**src/rtl/frame_drawer_pkg.sv**
```systemverilog
`default_nettype none
// ============================================================================
// Module      : frame_drawer_pkg
// Description : State encoding and default geometry shared by the frame drawer.
// Revision    : 1.0
// ============================================================================
package frame_drawer_pkg;

   localparam int STATE_W = 3;

   localparam logic [STATE_W-1:0] S_IDLE      = 3'd0;
   localparam logic [STATE_W-1:0] S_SQ_ERASE  = 3'd1;
   localparam logic [STATE_W-1:0] S_SQ_DRAW   = 3'd2;
   localparam logic [STATE_W-1:0] S_SQ_DONE   = 3'd3;
   localparam logic [STATE_W-1:0] S_CAT_ERASE = 3'd4;
   localparam logic [STATE_W-1:0] S_CAT_DRAW  = 3'd5;
   localparam logic [STATE_W-1:0] S_CAT_DONE  = 3'd6;

   localparam int c_num_squares = 4;
   localparam int c_sq_size     = 4;
   localparam int c_catcher_w   = 16;
   localparam int c_catcher_h   = 2;
   localparam int c_x_w         = 8;
   localparam int c_y_w         = 7;
   localparam int c_colour_w    = 3;
   localparam int c_bg_colour   = 0;

   // Counter width for 0..n-1, never narrower than one bit.
   function automatic int cnt_width(input int n);
      return (n > 1) ? $clog2(n) : 1;
   endfunction

endpackage
`default_nettype wire

```
**src/rtl/rect_scanner.sv**
```systemverilog
`default_nettype none
// ============================================================================
// Module      : rect_scanner
// Description : Raster walker over a W x H rectangle, px inner and py outer.
// Revision    : 1.0
// ============================================================================
module rect_scanner
   import frame_drawer_pkg::*;
#(
   parameter int W    = 4,
   parameter int H    = 4,
   parameter int PX_W = cnt_width(W),
   parameter int PY_W = cnt_width(H)
) (
   input  logic            clock,
   input  logic            reset,
   input  logic            clear,
   input  logic            step,
   output logic [PX_W-1:0] px,
   output logic [PY_W-1:0] py,
   output logic            last
);

   logic [PX_W-1:0] r_px;
   logic [PY_W-1:0] r_py;
   logic            w_px_end;
   logic            w_py_end;

   assign w_px_end = (r_px == PX_W'(W - 1));
   assign w_py_end = (r_py == PY_W'(H - 1));

   // Stepping on the last pixel wraps back to the origin for the next rectangle.
   always_ff @(posedge clock or negedge reset) begin
      if (!reset) begin
         r_px <= '0;
         r_py <= '0;
      end else if (clear) begin
         r_px <= '0;
         r_py <= '0;
      end else if (step) begin
         if (w_px_end) begin
            r_px <= '0;
            r_py <= w_py_end ? '0 : r_py + 1'b1;
         end else begin
            r_px <= r_px + 1'b1;
         end
      end
   end

   assign px   = r_px;
   assign py   = r_py;
   assign last = w_px_end & w_py_end;

endmodule
`default_nettype wire

```
**src/rtl/frame_drawer.sv**
```systemverilog
`default_nettype none
// ============================================================================
// Module      : frame_drawer
// Description : Erase-then-redraw pixel generator for falling squares and catcher.
// Revision    : 1.0
// ============================================================================
module frame_drawer
   import frame_drawer_pkg::*;
#(
   parameter int NUM_SQUARES = c_num_squares,
   parameter int SQ_SIZE     = c_sq_size,
   parameter int CATCHER_W   = c_catcher_w,
   parameter int CATCHER_H   = c_catcher_h,
   parameter int X_W         = c_x_w,
   parameter int Y_W         = c_y_w,
   parameter int COLOUR_W    = c_colour_w,
   parameter int BG_COLOUR   = c_bg_colour
) (
   input  logic                            clock,
   input  logic                            reset,
   input  logic                            draw_squares,
   input  logic                            draw_catcher,
   input  logic [NUM_SQUARES*X_W-1:0]      squares_x,
   input  logic [NUM_SQUARES*Y_W-1:0]      squares_y,
   input  logic [NUM_SQUARES*COLOUR_W-1:0] squares_colour,
   input  logic [X_W-1:0]                  catcher_x,
   input  logic [Y_W-1:0]                  catcher_y,
   input  logic [COLOUR_W-1:0]             catcher_colour,
   output logic [X_W-1:0]                  x,
   output logic [Y_W-1:0]                  y,
   output logic [COLOUR_W-1:0]             colour,
   output logic                            vga_write,
   output logic                            finish_drawing_squares,
   output logic                            finish_drawing_catcher
);

   localparam int IDX_W = cnt_width(NUM_SQUARES);
   localparam int SQ_PW = cnt_width(SQ_SIZE);
   localparam int CX_PW = cnt_width(CATCHER_W);
   localparam int CY_PW = cnt_width(CATCHER_H);

   logic [STATE_W-1:0]              r_state;
   logic [STATE_W-1:0]              w_next_state;
   logic [IDX_W-1:0]                r_idx;
   logic [NUM_SQUARES*X_W-1:0]      r_cur_sx, r_prev_sx;
   logic [NUM_SQUARES*Y_W-1:0]      r_cur_sy, r_prev_sy;
   logic [NUM_SQUARES*COLOUR_W-1:0] r_cur_sc;
   logic                            r_sq_prev_valid;
   logic [X_W-1:0]                  r_cur_cx, r_prev_cx;
   logic [Y_W-1:0]                  r_cur_cy, r_prev_cy;
   logic [COLOUR_W-1:0]             r_cur_cc;
   logic                            r_cat_prev_valid;

   logic             w_sq_scan, w_cat_scan;
   logic [SQ_PW-1:0] w_sq_px, w_sq_py;
   logic [CX_PW-1:0] w_cat_px;
   logic [CY_PW-1:0] w_cat_py;
   logic             w_sq_last, w_cat_last;
   logic             w_sq_idx_end, w_sq_pass_end;

   assign w_sq_scan     = (r_state == S_SQ_ERASE) || (r_state == S_SQ_DRAW);
   assign w_cat_scan    = (r_state == S_CAT_ERASE) || (r_state == S_CAT_DRAW);
   assign w_sq_idx_end  = (r_idx == IDX_W'(NUM_SQUARES - 1));
   assign w_sq_pass_end = w_sq_last && w_sq_idx_end;

   rect_scanner #(.W(SQ_SIZE), .H(SQ_SIZE)) u_sq_scanner (
      .clock (clock),
      .reset (reset),
      .clear (~w_sq_scan),
      .step  (w_sq_scan),
      .px    (w_sq_px),
      .py    (w_sq_py),
      .last  (w_sq_last)
   );

   rect_scanner #(.W(CATCHER_W), .H(CATCHER_H)) u_cat_scanner (
      .clock (clock),
      .reset (reset),
      .clear (~w_cat_scan),
      .step  (w_cat_scan),
      .px    (w_cat_px),
      .py    (w_cat_py),
      .last  (w_cat_last)
   );

   always_ff @(posedge clock or negedge reset) begin
      if (!reset) r_state <= S_IDLE;
      else        r_state <= w_next_state;
   end

   // Squares win a tie; a still-high catcher request is taken on the next IDLE.
   always_comb begin
      w_next_state = r_state;
      case (r_state)
         S_IDLE: begin
            if (draw_squares)      w_next_state = r_sq_prev_valid ? S_SQ_ERASE : S_SQ_DRAW;
            else if (draw_catcher) w_next_state = r_cat_prev_valid ? S_CAT_ERASE : S_CAT_DRAW;
         end
         S_SQ_ERASE:  if (w_sq_pass_end) w_next_state = S_SQ_DRAW;
         S_SQ_DRAW:   if (w_sq_pass_end) w_next_state = S_SQ_DONE;
         S_SQ_DONE:   if (!draw_squares) w_next_state = S_IDLE;
         S_CAT_ERASE: if (w_cat_last)    w_next_state = S_CAT_DRAW;
         S_CAT_DRAW:  if (w_cat_last)    w_next_state = S_CAT_DONE;
         S_CAT_DONE:  if (!draw_catcher) w_next_state = S_IDLE;
         default:     w_next_state = S_IDLE;
      endcase
   end

   always_ff @(posedge clock or negedge reset) begin
      if (!reset) begin
         r_idx            <= '0;
         r_cur_sx         <= '0;
         r_cur_sy         <= '0;
         r_cur_sc         <= '0;
         r_prev_sx        <= '0;
         r_prev_sy        <= '0;
         r_sq_prev_valid  <= 1'b0;
         r_cur_cx         <= '0;
         r_cur_cy         <= '0;
         r_cur_cc         <= '0;
         r_prev_cx        <= '0;
         r_prev_cy        <= '0;
         r_cat_prev_valid <= 1'b0;
      end else begin
         case (r_state)
            S_IDLE: begin
               r_idx <= '0;
               if (draw_squares) begin
                  r_cur_sx <= squares_x;
                  r_cur_sy <= squares_y;
                  r_cur_sc <= squares_colour;
               end else if (draw_catcher) begin
                  r_cur_cx <= catcher_x;
                  r_cur_cy <= catcher_y;
                  r_cur_cc <= catcher_colour;
               end
            end
            S_SQ_ERASE, S_SQ_DRAW: begin
               if (w_sq_last) r_idx <= w_sq_idx_end ? '0 : r_idx + 1'b1;
               if ((r_state == S_SQ_DRAW) && w_sq_pass_end) begin
                  r_prev_sx       <= r_cur_sx;
                  r_prev_sy       <= r_cur_sy;
                  r_sq_prev_valid <= 1'b1;
               end
            end
            S_CAT_DRAW: begin
               if (w_cat_last) begin
                  r_prev_cx        <= r_cur_cx;
                  r_prev_cy        <= r_cur_cy;
                  r_cat_prev_valid <= 1'b1;
               end
            end
            default: ;
         endcase
      end
   end

   // Coordinates wrap modulo the bus width; nothing is clipped.
   always_comb begin
      x                      = '0;
      y                      = '0;
      colour                 = '0;
      vga_write              = 1'b0;
      finish_drawing_squares = 1'b0;
      finish_drawing_catcher = 1'b0;
      case (r_state)
         S_SQ_ERASE: begin
            vga_write = 1'b1;
            x         = r_prev_sx[r_idx*X_W +: X_W] + X_W'(w_sq_px);
            y         = r_prev_sy[r_idx*Y_W +: Y_W] + Y_W'(w_sq_py);
            colour    = COLOUR_W'(BG_COLOUR);
         end
         S_SQ_DRAW: begin
            vga_write = 1'b1;
            x         = r_cur_sx[r_idx*X_W +: X_W] + X_W'(w_sq_px);
            y         = r_cur_sy[r_idx*Y_W +: Y_W] + Y_W'(w_sq_py);
            colour    = r_cur_sc[r_idx*COLOUR_W +: COLOUR_W];
         end
         S_CAT_ERASE: begin
            vga_write = 1'b1;
            x         = r_prev_cx + X_W'(w_cat_px);
            y         = r_prev_cy + Y_W'(w_cat_py);
            colour    = COLOUR_W'(BG_COLOUR);
         end
         S_CAT_DRAW: begin
            vga_write = 1'b1;
            x         = r_cur_cx + X_W'(w_cat_px);
            y         = r_cur_cy + Y_W'(w_cat_py);
            colour    = r_cur_cc;
         end
         S_SQ_DONE:  finish_drawing_squares = 1'b1;
         S_CAT_DONE: finish_drawing_catcher = 1'b1;
         default: ;
      endcase
   end

endmodule
`default_nettype wire

```
**config.mk**
```make
export PLATFORM = sky130hd
export DESIGN_NAME = frame_drawer
export DESIGN_NICKNAME = d
export VERILOG_FILES = /design/src/rtl/frame_drawer_pkg.sv /design/src/rtl/rect_scanner.sv /design/src/rtl/frame_drawer.sv
export SDC_FILE = /design/constraint.sdc
export NUM_CORES = 1
export LEC_CHECK = 0
export ABC_AREA = 1
export CELL_PAD_IN_SITES_DETAIL_PLACEMENT = 2
export CELL_PAD_IN_SITES_GLOBAL_PLACEMENT = 2
export CORE_MARGIN = 1
export CORE_UTILIZATION = 33
export DETAILED_ROUTE_END_ITERATION = 8
export PLACE_DENSITY_LB_ADDON = 0.1
export SYNTH_ARGS = -nofsm -noshare
export SYNTH_HDL_FRONTEND = slang
export SYNTH_SLANG_ARGS = --single-unit
export TNS_END_PERCENT = 1
```
**constraint.sdc**
```tcl
create_clock -name clock -period 4.4 [get_ports clock]
set_input_delay 1.1 -clock clock [delete_from_list [all_inputs] [get_ports clock]]
set_output_delay 1.1 -clock clock [all_outputs]
set_load 0.01 [all_outputs]
```
==> results.txt <==
The number of failing setup endpoints in the final timing report came out at 0. The overall overflow remaining after global route came out at 0. The first-pass iteration count of the detailed router came out at 6. For this design the top-level I/O count stands at 115. The via count of the first global-routing pass came out at 8,628. The worst setup slack after layout came out at 82.3 ps.

The portion of the clock cycle consumed by the worst path in the final layout came out at 98.1%. The max-cap check violation count came out at 0. Yosys instantiated no cell more often than nand2_1. For the final database, setup skew stands at 19.9 ps. The congestion estimate from routability-driven global placement came to 0.784.

The shortest period the worst path allows came out at 4320 ps. The die covers 0.0278 mm2. The flow ran to the end, but the final reports show violations. During synthesis, Yosys emitted a total of 0 warnings. The count of pins over their slew limit came out at 0. The share of the synthesized area in the top cell type came out at 50.6%. The min-delay analysis places its worst path in the category flop to flop. The leakage power total is 5.27 nW. The endpoint type of the worst setup path is an output port.

The post-synthesis average cell area is 8.13 um2. The detailed router used layers up to and including met4. The met1 wire length is 13,100 um. In this run, synthesis produced a sequential element count of 181. Counting instances in the post-synthesis netlist gives the leading cell types as 341 x nand2_1, 181 x dfrtp_1, 136 x o21ai_0. The core outline area came out at 0.0264 mm2. The total power after layout came out at 6.63 mW. The checks that failed: design-rule violations.

The routed via count is 7,896. The slew at the pin with the worst max-slew slack came out at 1140 ps. Of all flip-flops after synthesis, the portion carrying an async set or reset was 100%. The tree built by TritonCTS fans out to 181 sinks. The power per standard cell area came out at 597 mW/mm2.

Setup repair after global routing could not meet its margin everywhere. The worst slack at placement is 339 ps. By area the synthesized netlist is led by dfrtp_1 51%, nand2_1 14%, o21ai_0 7.6%. Using the TritonRoute via totals, the vias-per-cell ratio works out to 5.12. The clock-pin slew of the registers on the worst-case setup and hold paths came out at 70 ps. The number of hold violations in the final report is 0.

The worst slew margin relative to its limit came out at 23.4%. The critical path data required time came out at 3300 ps. The die is 167 um wide. By startpoint and endpoint, the worst setup path is classified as flop to output port. The number of nets in the layout is 1,305. The overall fraction of global-route tracks in use came out at 21.0%. The worst hold path passes through 2 cells. TritonCTS built the clock tree. The H-tree depth came out at 4. The biggest fanout along the worst timing path is 43. The fraction of final layout cells sized beyond drive strength 1 is 8.86%.

Static timing analysis puts the maximum clock frequency at 0.232 GHz. For this run, design rule violations remaining after detail routing come to 5. The count of inserted antenna diode cells came out at 0. The register-to-register setup slack is 1730 ps.

Once placement completed, the tool counted placed cells totaling 1,508. The largest area contributor in the netlist is dfrtp_1. The finished layout cell area came out at 0.0111 mm2. The wire length per cell after detailed routing is 17.8 um. The wire length on met2 is 13,600 um.

The largest net degree at the start of global routing is 115. The post-route antenna net violation count is 0. The number of synthesized flops with an enable pin came out at 0. The arrival time reported for the critical path endpoint came out at 3220 ps.

The hold buffer count at CTS is 0. The longest clock path from root to sink contains 2 buffers. The share of the Yosys chip area taken by registers is 50.6%.

The number of cells on the worst reg-to-reg path is 8. The synthesized netlist cell count is 1,100. The cell sitting at the root of the clock tree is a clkbuf_16.

The worst setup path is launched from a flop. The first-pass GRT wire length came out at 45,900 um. Leaving out filler cells and counting taps, the final layout contains 1,542.

Relative to the synthesized area, the layout overhead comes to 24.2%. The initial cell density of the core is 33.9%. The count of port buffers added during placement is 114. The routed length on met3 came out at 510 um.

The half-perimeter wire length of the detailed placement result came out at 19,000 um. The placed cell area is 0.0105 mm2. The number of nets in the synthesized netlist is 1,211. In this run, the number of DRC markers left after iteration 0 of detailed routing was 317. The unique cell type count in the Yosys netlist is 38. The maximum vdd drop came out at 0.251 mV. The final hold slack is 468 ps. Among all flip-flop cells after synthesis, the most frequent one is dfrtp_1. In this run the core area contains 59 standard-cell rows. The summed instance area of the synthesized netlist came out at 0.00894 mm2. The die span in y came out at 167 um.

The routed wire length is 27,400 um. The number of antenna violations at the first check in global routing is 0. Buffers inserted during clock tree synthesis total 17. At the later pin of the worst-skew pair, clock insertion delay measures 450 ps.
## worst paths after layout
check                                                   from                            to
worst max-delay path                  r_state[0]$_DFFE_PN0P_                          y[6]
min in group asynchronous                              reset       r_cur_sx[5]$_DFFE_PN0P_
worst min register to register  r_cat_prev_valid$_DFFE_PN0P_  r_cat_prev_valid$_DFFE_PN0P_
worst min-delay path            r_cat_prev_valid$_DFFE_PN0P_  r_cat_prev_valid$_DFFE_PN0P_
worst max register to register        r_state[0]$_DFFE_PN0P_      r_prev_sy[5]$_DFFE_PN0P_
max in group asynchronous                              reset     r_prev_sx[24]$_DFFE_PN0P_
## layout by cell type, fill, tap and decap left out, types with 3 or more instances in the layout
cell type        synthesis  final
dlymetal6s2s_1           0      4
nor3_1                   3      3
mux2_2                  21     21
clkinv_8                 0      3
clkbuf_16                0     17
inv_1                   82     82
nand4_1                 20     20
clkdlybuf4s50_1          0    107
o21ai_1                 10     11
nor2_2                   4      5
a21oi_1                 38     38
inv_6                    0      6
nand2_1                341    335
buf_4                    2     19
ha_1                    14     14
inv_8                    0      4
nor2_1                  45     43
o21ai_0                136    135
o32ai_1                  4      4
inv_2                    6      6
nand3_1                 84     84
nand2_2                  3      8
dfrtp_1                181    179
buf_6                    0      3
clkinv_1                 3      3
o211ai_1                14     14
a22o_1                   4      4
a32o_1                   3      3
buf_12                   0      4
## metal layers
layer / global-route usage, % / vias to the layer above
met1: 27.7 / 4007
met3: 2.80 / 17
li1: - / 3788
met5: 0 / -
met4: 5.39 / 0
met2: 36.1 / 84
## cell families after synthesis
logic type	count (synthesis)	share of synthesized area, %
mux	23	2.87
flops	181	50.6
buf+inv	155	6.95
simple gates	506	23.5
fa+ha+maj	17	2.63
xor+xnor	2	0.196
compound gates	216	13.2
## where the power goes
part	total [mW]	internal, mW	switching [mW]
clock network	1.55	0.764	0.781
registers	2.33	2.09	0.237
logic	2.76	0.992	1.77
## repair_timing
item	in CTS	in global routing
pin swaps	0	1
buffers inserted	2	0
resized for setup	8	12
setup endpoints to repair	9	10
## through the flow
| stage | setup TNS, ps | util, % |
|---|---|---|
| after detailed placement | 0 | 39.7 |
| after global routing | -207 | 42.1 |
| after global placement | 0 | 39.7 |
| final | 0 | 42.1 |
| after CTS | 0 | 42.0 |
| after floorplan | 0 | - |
## registers in the layout (all words and copies together), names as in the netlist, 2 cells and up
register,flops
r_cur_sx,32
r_prev_sx,32
r_cur_sy,28
r_prev_sy,28
r_cur_sc,12
r_cur_cx,8
r_prev_cx,8
r_cur_cy,7
r_prev_cy,7
u_cat_scanner.px,4
r_cur_cc,3
r_state,3
r_idx,2
u_sq_scanner.px,2
u_sq_scanner.py,2
## area by class of cell
cell class | instances | area, um2
clock inverter | 15 | 160
clock buffer | 17 | 425
tap | 335 | 419
inverter | 91 | 342
sequential | 181 | 4530
multi-input combinational | 764 | 3830
fill | 2975 | 15200
timing repair buffer | 139 | 1400
## worst max-delay path, cell delays in order (launching register included)
cell and delay (ps):
dfrtp_1 400, inv_2 80, nand3_2 110, buf_12 190
a21oi_1 150, o21ai_0 100, nand3_1 90, nand2_1 110
ha_1 230, fa_1 450, nand3_1 130, nand3_1 90
nand2_1 90, clkdlybuf4s50_1 530
(Power assumes the default switching activity.)
